===== config.mk =====
export PLATFORM = sky130hd
export DESIGN_NAME = data_axi_bridge_flat
export DESIGN_NICKNAME = d
export VERILOG_FILES = /design/src/rtl/data_axi_bridge_pkg.sv /design/src/rtl/data_axi_bridge_if.sv /design/src/rtl/data_axi_bridge.sv /design/src/flat_wrapper.sv
export SDC_FILE = /design/constraint.sdc
export NUM_CORES = 1
export LEC_CHECK = 0
export ABC_AREA = 1
export CAP_MARGIN = 20
export CORE_ASPECT_RATIO = 0.7
export CORE_MARGIN = 1
export CORE_UTILIZATION = 41
export CTS_BUF_LIST = sky130_fd_sc_hd__clkbuf_4 sky130_fd_sc_hd__clkbuf_8
export DETAILED_ROUTE_END_ITERATION = 8
export PLACE_DENSITY = 0.88
export SLEW_MARGIN = 30
export SYNTH_ARGS = -nofsm -noshare
export SYNTH_HDL_FRONTEND = slang
export SYNTH_SLANG_ARGS = --single-unit

===== constraint.sdc =====
create_clock -name clk -period 2.1 [get_ports clk]
set_input_delay 0.21 -clock clk [delete_from_list [all_inputs] [get_ports clk]]
set_output_delay 0.21 -clock clk [all_outputs]
set_load 0.05 [all_outputs]

===== src/rtl/data_axi_bridge_pkg.sv =====
// Shared definitions for the data-side SRAM-like to AXI4 bridge.
// Holds the FSM state encoding, the fixed AXI attribute values and the
// request-latch record.
package data_axi_bridge_pkg;

   localparam int unsigned StateW = 3;

   typedef enum logic [StateW-1:0] {
      StIdle  = 3'd0,
      StRdAr  = 3'd1,
      StRdR   = 3'd2,
      StWrAwW = 3'd3,
      StWrB   = 3'd4,
      StDone  = 3'd5
   } state_e;

   localparam logic [1:0] AxiBurstIncr = 2'b01;
   localparam logic [7:0] AxiLenSingle = 8'd0;
   localparam logic [3:0] DefaultId    = 4'd1;

   // Fields frozen from accept until completion. Direction is not stored here:
   // the FSM state already encodes it.
   typedef struct packed {
      logic [1:0]  size;
      logic [3:0]  wstrb;
      logic [31:0] addr;
      logic [31:0] wdata;
   } req_t;

endpackage


===== src/rtl/data_axi_bridge_if.sv =====
// Bus bundle for data_axi_bridge: the CPU-side SRAM-like request/response
// signals and the single-beat AXI4 master channels (AR, R, AW, W, B).
// master: the bridge view (drives AXI requests and SRAM-like responses).
// slave:  the environment view (drives CPU requests and AXI responses).
// rresp/rid/bresp are not carried because the bridge ignores them.
interface data_axi_bridge_if;
   // SRAM-like side
   logic        req;
   logic        wr;
   logic [1:0]  size;
   logic [3:0]  wstrb;
   logic [31:0] addr;
   logic [31:0] wdata;
   logic        addr_ok;
   logic        data_ok;
   logic [31:0] rdata;
   // AR / R
   logic [3:0]  arid;
   logic [31:0] araddr;
   logic [7:0]  arlen;
   logic [2:0]  arsize;
   logic [1:0]  arburst;
   logic        arlock;
   logic [3:0]  arcache;
   logic [2:0]  arprot;
   logic        arvalid;
   logic        arready;
   logic [31:0] rdata_axi;
   logic        rvalid;
   logic        rready;
   // AW / W / B
   logic [3:0]  awid;
   logic [31:0] awaddr;
   logic [7:0]  awlen;
   logic [2:0]  awsize;
   logic [1:0]  awburst;
   logic        awlock;
   logic [3:0]  awcache;
   logic [2:0]  awprot;
   logic        awvalid;
   logic        awready;
   logic [31:0] wdata_axi;
   logic [3:0]  wstrb_axi;
   logic        wlast;
   logic        wvalid;
   logic        wready;
   logic        bvalid;
   logic        bready;

   modport master (
      input  req, wr, size, wstrb, addr, wdata,
      output addr_ok, data_ok, rdata,
      output arid, araddr, arlen, arsize, arburst, arlock, arcache, arprot, arvalid,
      input  arready, rdata_axi, rvalid,
      output rready,
      output awid, awaddr, awlen, awsize, awburst, awlock, awcache, awprot, awvalid,
      input  awready,
      output wdata_axi, wstrb_axi, wlast, wvalid,
      input  wready, bvalid,
      output bready
   );

   modport slave (
      output req, wr, size, wstrb, addr, wdata,
      input  addr_ok, data_ok, rdata,
      input  arid, araddr, arlen, arsize, arburst, arlock, arcache, arprot, arvalid,
      output arready, rdata_axi, rvalid,
      input  rready,
      input  awid, awaddr, awlen, awsize, awburst, awlock, awcache, awprot, awvalid,
      output awready,
      input  wdata_axi, wstrb_axi, wlast, wvalid,
      output wready, bvalid,
      input  bready
   );
endinterface


===== src/rtl/data_axi_bridge.sv =====
// Data-side bridge from the CPU SRAM-like bus to one AXI4 master port.
// One transaction in flight: accept in IDLE, run AR/R or AW+W/B, pulse
// data_ok in DONE, then return to IDLE.
// Ports:
//   clk    - system clock
//   resetn - asynchronous active-low reset
//   bus    - data_axi_bridge_if.master (SRAM-like side + AXI channels)
module data_axi_bridge
   import data_axi_bridge_pkg::*;
#(
   parameter logic [3:0] ID = DefaultId
) (
   input logic                clk,
   input logic                resetn,
   data_axi_bridge_if.master  bus
);

   state_e      state_q, state_d;
   req_t        req_q, req_d;
   logic        aw_done_q, aw_done_d;
   logic        w_done_q, w_done_d;
   logic [31:0] rdata_q, rdata_d;

   always_comb begin
      state_d   = state_q;
      req_d     = req_q;
      aw_done_d = aw_done_q;
      w_done_d  = w_done_q;
      rdata_d   = rdata_q;
      unique case (state_q)
         StIdle: begin
            if (bus.req) begin
               req_d     = '{size: bus.size, wstrb: bus.wstrb, addr: bus.addr,
                             wdata: bus.wdata};
               aw_done_d = 1'b0;
               w_done_d  = 1'b0;
               state_d   = bus.wr ? StWrAwW : StRdAr;
            end
         end
         StRdAr: if (bus.arready) state_d = StRdR;
         StRdR: begin
            if (bus.rvalid) begin
               rdata_d = bus.rdata_axi;
               state_d = StDone;
            end
         end
         StWrAwW: begin
            // A valid is only high while its flag is clear, so ready alone marks the handshake.
            aw_done_d = aw_done_q | bus.awready;
            w_done_d  = w_done_q | bus.wready;
            if (aw_done_d && w_done_d) state_d = StWrB;
         end
         StWrB: if (bus.bvalid) state_d = StDone;
         StDone: state_d = StIdle;
         default: state_d = StIdle;
      endcase
   end

   always_ff @(posedge clk or negedge resetn) begin
      if (!resetn) begin
         state_q   <= StIdle;
         req_q     <= '0;
         aw_done_q <= 1'b0;
         w_done_q  <= 1'b0;
         rdata_q   <= '0;
      end else begin
         state_q   <= state_d;
         req_q     <= req_d;
         aw_done_q <= aw_done_d;
         w_done_q  <= w_done_d;
         rdata_q   <= rdata_d;
      end
   end

   // Every handshake output decodes from registered state, so an async reset
   // drops them immediately and nothing depends combinationally on inputs.
   assign bus.addr_ok = (state_q == StIdle);
   assign bus.data_ok = (state_q == StDone);
   assign bus.rdata   = rdata_q;

   assign bus.arvalid = (state_q == StRdAr);
   assign bus.rready  = (state_q == StRdR);
   assign bus.awvalid = (state_q == StWrAwW) && !aw_done_q;
   assign bus.wvalid  = (state_q == StWrAwW) && !w_done_q;
   assign bus.bready  = (state_q == StWrB);

   assign bus.araddr    = req_q.addr;
   assign bus.arsize    = {1'b0, req_q.size};
   assign bus.awaddr    = req_q.addr;
   assign bus.awsize    = {1'b0, req_q.size};
   assign bus.wdata_axi = req_q.wdata;
   assign bus.wstrb_axi = req_q.wstrb;
   assign bus.wlast     = 1'b1;

   assign bus.arid    = ID;
   assign bus.arlen   = AxiLenSingle;
   assign bus.arburst = AxiBurstIncr;
   assign bus.arlock  = 1'b0;
   assign bus.arcache = 4'd0;
   assign bus.arprot  = 3'd0;
   assign bus.awid    = ID;
   assign bus.awlen   = AxiLenSingle;
   assign bus.awburst = AxiBurstIncr;
   assign bus.awlock  = 1'b0;
   assign bus.awcache = 4'd0;
   assign bus.awprot  = 3'd0;

endmodule


===== src/flat_wrapper.sv =====
// flat-port wrapper written by rule: the top's interface ports become plain ports
module data_axi_bridge_flat import data_axi_bridge_pkg::*;
#(
   parameter logic [3:0] ID = DefaultId
)
  (clk, resetn, bus_req, bus_wr, bus_size, bus_wstrb, bus_addr, bus_wdata, bus_addr_ok, bus_data_ok, bus_rdata, bus_arid, bus_araddr, bus_arlen, bus_arsize, bus_arburst, bus_arlock, bus_arcache, bus_arprot, bus_arvalid, bus_arready, bus_rdata_axi, bus_rvalid, bus_rready, bus_awid, bus_awaddr, bus_awlen, bus_awsize, bus_awburst, bus_awlock, bus_awcache, bus_awprot, bus_awvalid, bus_awready, bus_wdata_axi, bus_wstrb_axi, bus_wlast, bus_wvalid, bus_wready, bus_bvalid, bus_bready);
  data_axi_bridge_if bus_i ();
  input logic clk;
  input logic resetn;
  input wire logic [$bits(bus_i.req)-1:0] bus_req;
  input wire logic [$bits(bus_i.wr)-1:0] bus_wr;
  input wire logic [$bits(bus_i.size)-1:0] bus_size;
  input wire logic [$bits(bus_i.wstrb)-1:0] bus_wstrb;
  input wire logic [$bits(bus_i.addr)-1:0] bus_addr;
  input wire logic [$bits(bus_i.wdata)-1:0] bus_wdata;
  output wire logic [$bits(bus_i.addr_ok)-1:0] bus_addr_ok;
  output wire logic [$bits(bus_i.data_ok)-1:0] bus_data_ok;
  output wire logic [$bits(bus_i.rdata)-1:0] bus_rdata;
  output wire logic [$bits(bus_i.arid)-1:0] bus_arid;
  output wire logic [$bits(bus_i.araddr)-1:0] bus_araddr;
  output wire logic [$bits(bus_i.arlen)-1:0] bus_arlen;
  output wire logic [$bits(bus_i.arsize)-1:0] bus_arsize;
  output wire logic [$bits(bus_i.arburst)-1:0] bus_arburst;
  output wire logic [$bits(bus_i.arlock)-1:0] bus_arlock;
  output wire logic [$bits(bus_i.arcache)-1:0] bus_arcache;
  output wire logic [$bits(bus_i.arprot)-1:0] bus_arprot;
  output wire logic [$bits(bus_i.arvalid)-1:0] bus_arvalid;
  input wire logic [$bits(bus_i.arready)-1:0] bus_arready;
  input wire logic [$bits(bus_i.rdata_axi)-1:0] bus_rdata_axi;
  input wire logic [$bits(bus_i.rvalid)-1:0] bus_rvalid;
  output wire logic [$bits(bus_i.rready)-1:0] bus_rready;
  output wire logic [$bits(bus_i.awid)-1:0] bus_awid;
  output wire logic [$bits(bus_i.awaddr)-1:0] bus_awaddr;
  output wire logic [$bits(bus_i.awlen)-1:0] bus_awlen;
  output wire logic [$bits(bus_i.awsize)-1:0] bus_awsize;
  output wire logic [$bits(bus_i.awburst)-1:0] bus_awburst;
  output wire logic [$bits(bus_i.awlock)-1:0] bus_awlock;
  output wire logic [$bits(bus_i.awcache)-1:0] bus_awcache;
  output wire logic [$bits(bus_i.awprot)-1:0] bus_awprot;
  output wire logic [$bits(bus_i.awvalid)-1:0] bus_awvalid;
  input wire logic [$bits(bus_i.awready)-1:0] bus_awready;
  output wire logic [$bits(bus_i.wdata_axi)-1:0] bus_wdata_axi;
  output wire logic [$bits(bus_i.wstrb_axi)-1:0] bus_wstrb_axi;
  output wire logic [$bits(bus_i.wlast)-1:0] bus_wlast;
  output wire logic [$bits(bus_i.wvalid)-1:0] bus_wvalid;
  input wire logic [$bits(bus_i.wready)-1:0] bus_wready;
  input wire logic [$bits(bus_i.bvalid)-1:0] bus_bvalid;
  output wire logic [$bits(bus_i.bready)-1:0] bus_bready;
  assign bus_i.req = bus_req;
  assign bus_i.wr = bus_wr;
  assign bus_i.size = bus_size;
  assign bus_i.wstrb = bus_wstrb;
  assign bus_i.addr = bus_addr;
  assign bus_i.wdata = bus_wdata;
  assign bus_addr_ok = bus_i.addr_ok;
  assign bus_data_ok = bus_i.data_ok;
  assign bus_rdata = bus_i.rdata;
  assign bus_arid = bus_i.arid;
  assign bus_araddr = bus_i.araddr;
  assign bus_arlen = bus_i.arlen;
  assign bus_arsize = bus_i.arsize;
  assign bus_arburst = bus_i.arburst;
  assign bus_arlock = bus_i.arlock;
  assign bus_arcache = bus_i.arcache;
  assign bus_arprot = bus_i.arprot;
  assign bus_arvalid = bus_i.arvalid;
  assign bus_i.arready = bus_arready;
  assign bus_i.rdata_axi = bus_rdata_axi;
  assign bus_i.rvalid = bus_rvalid;
  assign bus_rready = bus_i.rready;
  assign bus_awid = bus_i.awid;
  assign bus_awaddr = bus_i.awaddr;
  assign bus_awlen = bus_i.awlen;
  assign bus_awsize = bus_i.awsize;
  assign bus_awburst = bus_i.awburst;
  assign bus_awlock = bus_i.awlock;
  assign bus_awcache = bus_i.awcache;
  assign bus_awprot = bus_i.awprot;
  assign bus_awvalid = bus_i.awvalid;
  assign bus_i.awready = bus_awready;
  assign bus_wdata_axi = bus_i.wdata_axi;
  assign bus_wstrb_axi = bus_i.wstrb_axi;
  assign bus_wlast = bus_i.wlast;
  assign bus_wvalid = bus_i.wvalid;
  assign bus_i.wready = bus_wready;
  assign bus_i.bvalid = bus_bvalid;
  assign bus_bready = bus_i.bready;
  data_axi_bridge #(.ID(ID)) u_core (.clk(clk), .resetn(resetn), .bus(bus_i));
endmodule

; After elaboration in Yosys (flattened, before gate mapping)
; Cells that the tools add are included.
; W data, S select, Z words.
[word_totals]
ram_bits = 0
in_bits = 111
elab_cells = 41
mem_count = 0
romBits = 0
regBits = 107
latch_bits = 0
[classes]
multipliers = 0
n_shift = 0
add_sub_neg = 0
muxes = 10
reduce_logical = 11
eq_ne = 10
magnitude_cmp = 0
bitwise = 2
div = 0
[op_table]
columns = operator, n
row1 = $mux W3, 5
row2 = $pmux W3 S5, 1
row3 = $eq A3 B2 Y1 const B, 2
row4 = $eq A3 B3 Y1 const B, 2
row5 = $ne A2 B2 Y1 const B, 3
row6 = $reduce_and A2 Y1, 3
row7 = $reduce_and A5 Y1, 1
row8 = $ne A2 B1 Y1 const B, 2
row9 = $pmux W1 S2, 2
row10 = $eq A3 B1 Y1 const B, 1
row11 = $logic_and A1 B1 Y1, 3
row12 = $logic_not A3 Y1, 1
row13 = $logic_not A1 Y1, 2
row14 = $mux W2, 1
row15 = $or A1 B1 Y1, 2
row16 = $reduce_bool A2 Y1, 1
row17 = $mux W1, 1

; Logic depth before layout (Yosys ltp)
[logic_depth]
word_depth = 4
ltp_mapped = 8
ltp_nobuf = 8

; Worst setup path after synthesis
; Ideal clock, no wire load.
[synth_timing]
path_type = register to output
startpoint = register u_core.state_q[2]
endpoint = output port bus_awvalid
stages_incl_launch_ff = 5
arrival_ps = 1404
n_path_buf = 1
path_slack_ps = 486
t_required_ps = 1890
path_cell_list = dfrtp_1 -> buf_2 -> nor2_1 -> inv_1 -> nor2_1
[synth_via]
elab_chain_cells = 2
[synth_lines]
columns = item, line_no
row1 = "start, declared", data_axi_bridge.sv:18  ; state_e state_q, state_d;
row2 = "start signal, assigned", data_axi_bridge.sv:61  ; state_q <= StIdle;
row3 = "start signal, assigned", data_axi_bridge.sv:67  ; state_q <= state_d;
row4 = $eq A3 B2 Y1, data_axi_bridge.sv:83  ; assign bus.awvalid = (state_q == StWrAwW) && !aw_done_q;
row5 = $logic_and A1 B1 Y1, data_axi_bridge.sv:83
row6 = "end, declared", flat_wrapper.sv:40  ; output wire logic [$bits(bus_i.awvalid)-1:0] bus_awvalid;
; Every way passes these cells.

; Final worst setup path
[layout_timing]
startpoint = register u_core.req_q, in the netlist u_core.bus.araddr[27]
endpoint = output port bus_awaddr[27]
[layout_rtl]
columns = item, line_no
row1 = "start, declared", data_axi_bridge.sv:19  ; req_t req_q, req_d;
row2 = "start signal, assigned", data_axi_bridge.sv:68  ; req_q <= req_d;
row3 = "end, declared", flat_wrapper.sv:33  ; output wire logic [$bits(bus_i.awaddr)-1:0] bus_awaddr;
; No word-level cell between the ends.

==> parameters.txt <==
Parameter                              Value

Finish
  Total number of nets in the final design    904
  Diode count    0
  Layout Cell Area excl Fill    7340 um2
  Area growth syn-to-layout    50.0%
  Fraction of final layout cells with drive strength greater than 1    0.0514
  Filler cells    966

Yosys
  Compound-Gate Fraction of Synth Area    0.00614
  Post-Syn Area    4890 um2
  Top flip-flop cell by instance count after synthesis    sky130_fd_sc_hd__dfrtp_1
  Leading post-synthesis cells by cell area    sky130_fd_sc_hd__dfrtp_1 55%, sky130_fd_sc_hd__nand2_1 22%, sky130_fd_sc_hd__buf_4 12%
  Proportion of register bits with asynchronous set or reset after synthesis    1.00
  Post-synthesis cell count    578
  Post-synthesis cell type with the largest combined area    sky130_fd_sc_hd__dfrtp_1
  Combinational family with the most area after synthesis    simple AND/OR/NAND/NOR gates
  Post-synthesis xor/xnor area fraction    0
  Most common cell in the netlist    sky130_fd_sc_hd__nand2_1
  Sequential area share after synthesis    0.547
  Synth warnings    0
  Basic-gate share of the synthesized area counting and, or, nand and nor cells    0.274
  Yosys cell types    16
  Avg Synthesized Cell Area    8.47 um2
  Fraction of synthesized cell area taken by the top area cell type    0.547
  Number of synthesized flops with an enable pin    0
  Multiplexer area fraction after synthesis    0
  Share of synthesized cell area in full adder, half adder and majority cells    0
  Synth Register Bits    107
  Most common library cells after synthesis    289 x sky130_fd_sc_hd__nand2_1, 107 x sky130_fd_sc_hd__dfrtp_1, 81 x sky130_fd_sc_hd__buf_4, 36 x sky130_fd_sc_hd__nand3_1, 14 x sky130_fd_sc_hd__buf_2

STA
  Final worst-path setup slack    0.291 ns
  Final setup violating endpoints    0
  Aggregate negative setup slack    0 ns
  Unrepaired setup endpoints after global routing    no
  Setup skew after layout    0.00682 ns
  Final Hold Vio Count    0
  Final Max Slew Viols    0
  Worst-case headroom to the max-slew limit    0.517
  Maximum clock rate    553 MHz
  Min Tclk post-route    1.81 ns
  Worst Max-Slew Pin Slew    0.724 ns
  Tcrit/Tclk final    0.861

Global route
  First-pass GRT wire length    20100 um
  Overflow after GRT    0
  Maximum number of pins on one net before global-route repair    71
  Vias in the first global route    4007
  Combined global-route utilization of all metal layers    0.208
  Number of antenna violations at the first check in global routing    0

Setup path
  Largest fanout of any net on the critical path    3
  Delay of the slowest critical-path stage    0.84 ns
  Critical path class    reg -> out
  Number of cells on the critical path    1
  Family with the most delay on the worst path    buffers and inverters
  FF-to-FF path depth    7
  Ordered cell list for the critical path    clkdlybuf4s50_1
  Data arrival at the endpoint of the critical path    1.60 ns
  CP max stage cell    sky130_fd_sc_hd__clkdlybuf4s50_1
  Kind of start point of the critical path    register
  Critical path required time    1.89 ns
  Capturing element type of the critical path    output pin
  CP bufs+invs    1

Place
  Buffers on Ports    253
  Gpl congestion    0.804
  Pre-CTS WS    0.405 ns
  HPWL reported at the end of detailed placement    9630 um
  Instance area at placement    7110 um2

Route
  Detail Route Antenna Nets    0
  Number of design-rule violations left by the first detailed-router iteration    206
  # DRC    0
  First-pass DRT Iterations    4
  Total number of vias    4201
  Wire per inst    13.4 um
  Routed WL    12800 um
  Post-DR vias/cell    4.42

Floorplanning
  Core Footprint    11300 um2
  Die span in y    93.4 um
  Initial cell density of the core    0.432
  # IOs    301
  Num rows    32
  Die ar.    12400 um2
  Die extent in x    133 um

CTS
  TritonCTS clock tree    built
  Maximum level of the CTS H-tree    3
  Buffer cell driving the clock tree root    sky130_fd_sc_hd__clkbuf_8
  Number of buffers created by CTS    9
  Number of buffers between clock root and the deepest sink    2
  Clk pin slew, worst setup/hold paths    0.10 ns
  Skew-Pair Late Insertion Delay    0.35 ns
  Total clock sinks    107

Run status
  Result of the run    finished clean

Power and ir drop
  Leakage    3.68 nW
  Power density of the placed cells    1920 nW/um2
  Maximum VDD drop    1160 uV

Job
  Max_cap viols    0

Hold path
  Hold crit path type    in -> async
where the power goes:
part | switching [mW] | total (mW) | internal [mW]
combinational | 6.33 | 9.10 | 2.77
clock | 0.666 | 1.36 | 0.696
sequential | 0.654 | 3.66 | 3.01
registers in the layout, summed over array words and instances, names as in the netlist:
register              count
u_core.bus.araddr        32
u_core.bus.rdata         32
u_core.bus.wdata_axi     32
u_core.bus.wstrb_axi      4
u_core.state_q            3
u_core.bus.arsize         2
u_core.aw_done_q          1
u_core.w_done_q           1
timing repair:
item | 4_1_cts | 5_1_grt
buffers inserted | 0 | 0
hold endpoints to repair | 28 | 0
gates resized for setup | 0 | 0
hold buffers | 1 | 0
metal layers:
layer,vias to the layer above,global-route usage,wire [um],share of wire
met1,1969,0.254,5320,0.42
met3,12,0.0645,962,0.075
met2,174,0.359,6320,0.50
met5,-,0,0,0
li1,2046,-,-,-
met4,0,0.0517,150,0.012
kinds of logic after synthesis:
group           Yosys count
buf+inv                 123
other cells               2
compound gates            6
flops                   107
simple gates            340
cell type report:
| class | instances | area, um2 | share of cell area |
|---|---|---|---|
| tap | 153 | 191 | 0.0261 |
| sequential | 107 | 2680 | 0.365 |
| timing repair buffer | 265 | 2640 | 0.360 |
| multi-input combinational | 393 | 1550 | 0.211 |
| clock buffer | 11 | 139 | 0.0189 |
| clock inverter | 4 | 76.3 | 0.0104 |
| inverter | 17 | 63.8 | 0.00869 |
placed cells by master, fill, tap and decap left out:
master,n
sky130_fd_sc_hd__nand2_1,289
sky130_fd_sc_hd__clkdlybuf4s50_1,245
sky130_fd_sc_hd__dfrtp_1,107
sky130_fd_sc_hd__conb_1,47
sky130_fd_sc_hd__nand3_1,36
sky130_fd_sc_hd__buf_4,16
sky130_fd_sc_hd__inv_1,13
sky130_fd_sc_hd__nor2_1,11
sky130_fd_sc_hd__clkbuf_8,9
sky130_fd_sc_hd__o21ai_0,5
sky130_fd_sc_hd__inv_2,4
sky130_fd_sc_hd__buf_12,3
sky130_fd_sc_hd__nor2_4,2
sky130_fd_sc_hd__clkbuf_4,2
sky130_fd_sc_hd__bufinv_16,2
sky130_fd_sc_hd__nand3b_1,1
sky130_fd_sc_hd__a21oi_1,1
sky130_fd_sc_hd__nand2_2,1
sky130_fd_sc_hd__clkinvlp_4,1
sky130_fd_sc_hd__clkinv_4,1
sky130_fd_sc_hd__dlygate4sd3_1,1
per-stage QoR:
stage	std cells	utilization	hold slack, ns	power, mW
floorplan	623	-	-0.0856	10.1
global placement	934	0.628	0.162	12.7
detailed placement	934	0.628	0.166	12.8
CTS	950	0.648	0.297	14.2
global route	950	0.648	0.333	14.8
finish	950	0.648	0.319	14.1
worst paths after layout:
check / to / slack (ns) / startpoint
max in group asynchronous: u_core.bus.araddr[22] / 1.16 / resetn
min reg2reg: u_core.bus.wdata_axi[9] / 0.47 / u_core.bus.wdata_axi[9]
max reg2reg: u_core.bus.wdata_axi[14] / 0.41 / u_core.state_q[2]
min: u_core.bus.wdata_axi[10] / 0.32 / resetn
min in group clk: u_core.bus.araddr[2] / 0.38 / bus_addr[2]
max: bus_awaddr[27] / 0.29 / u_core.bus.araddr[27]
(Power assumes the default switching activity.)
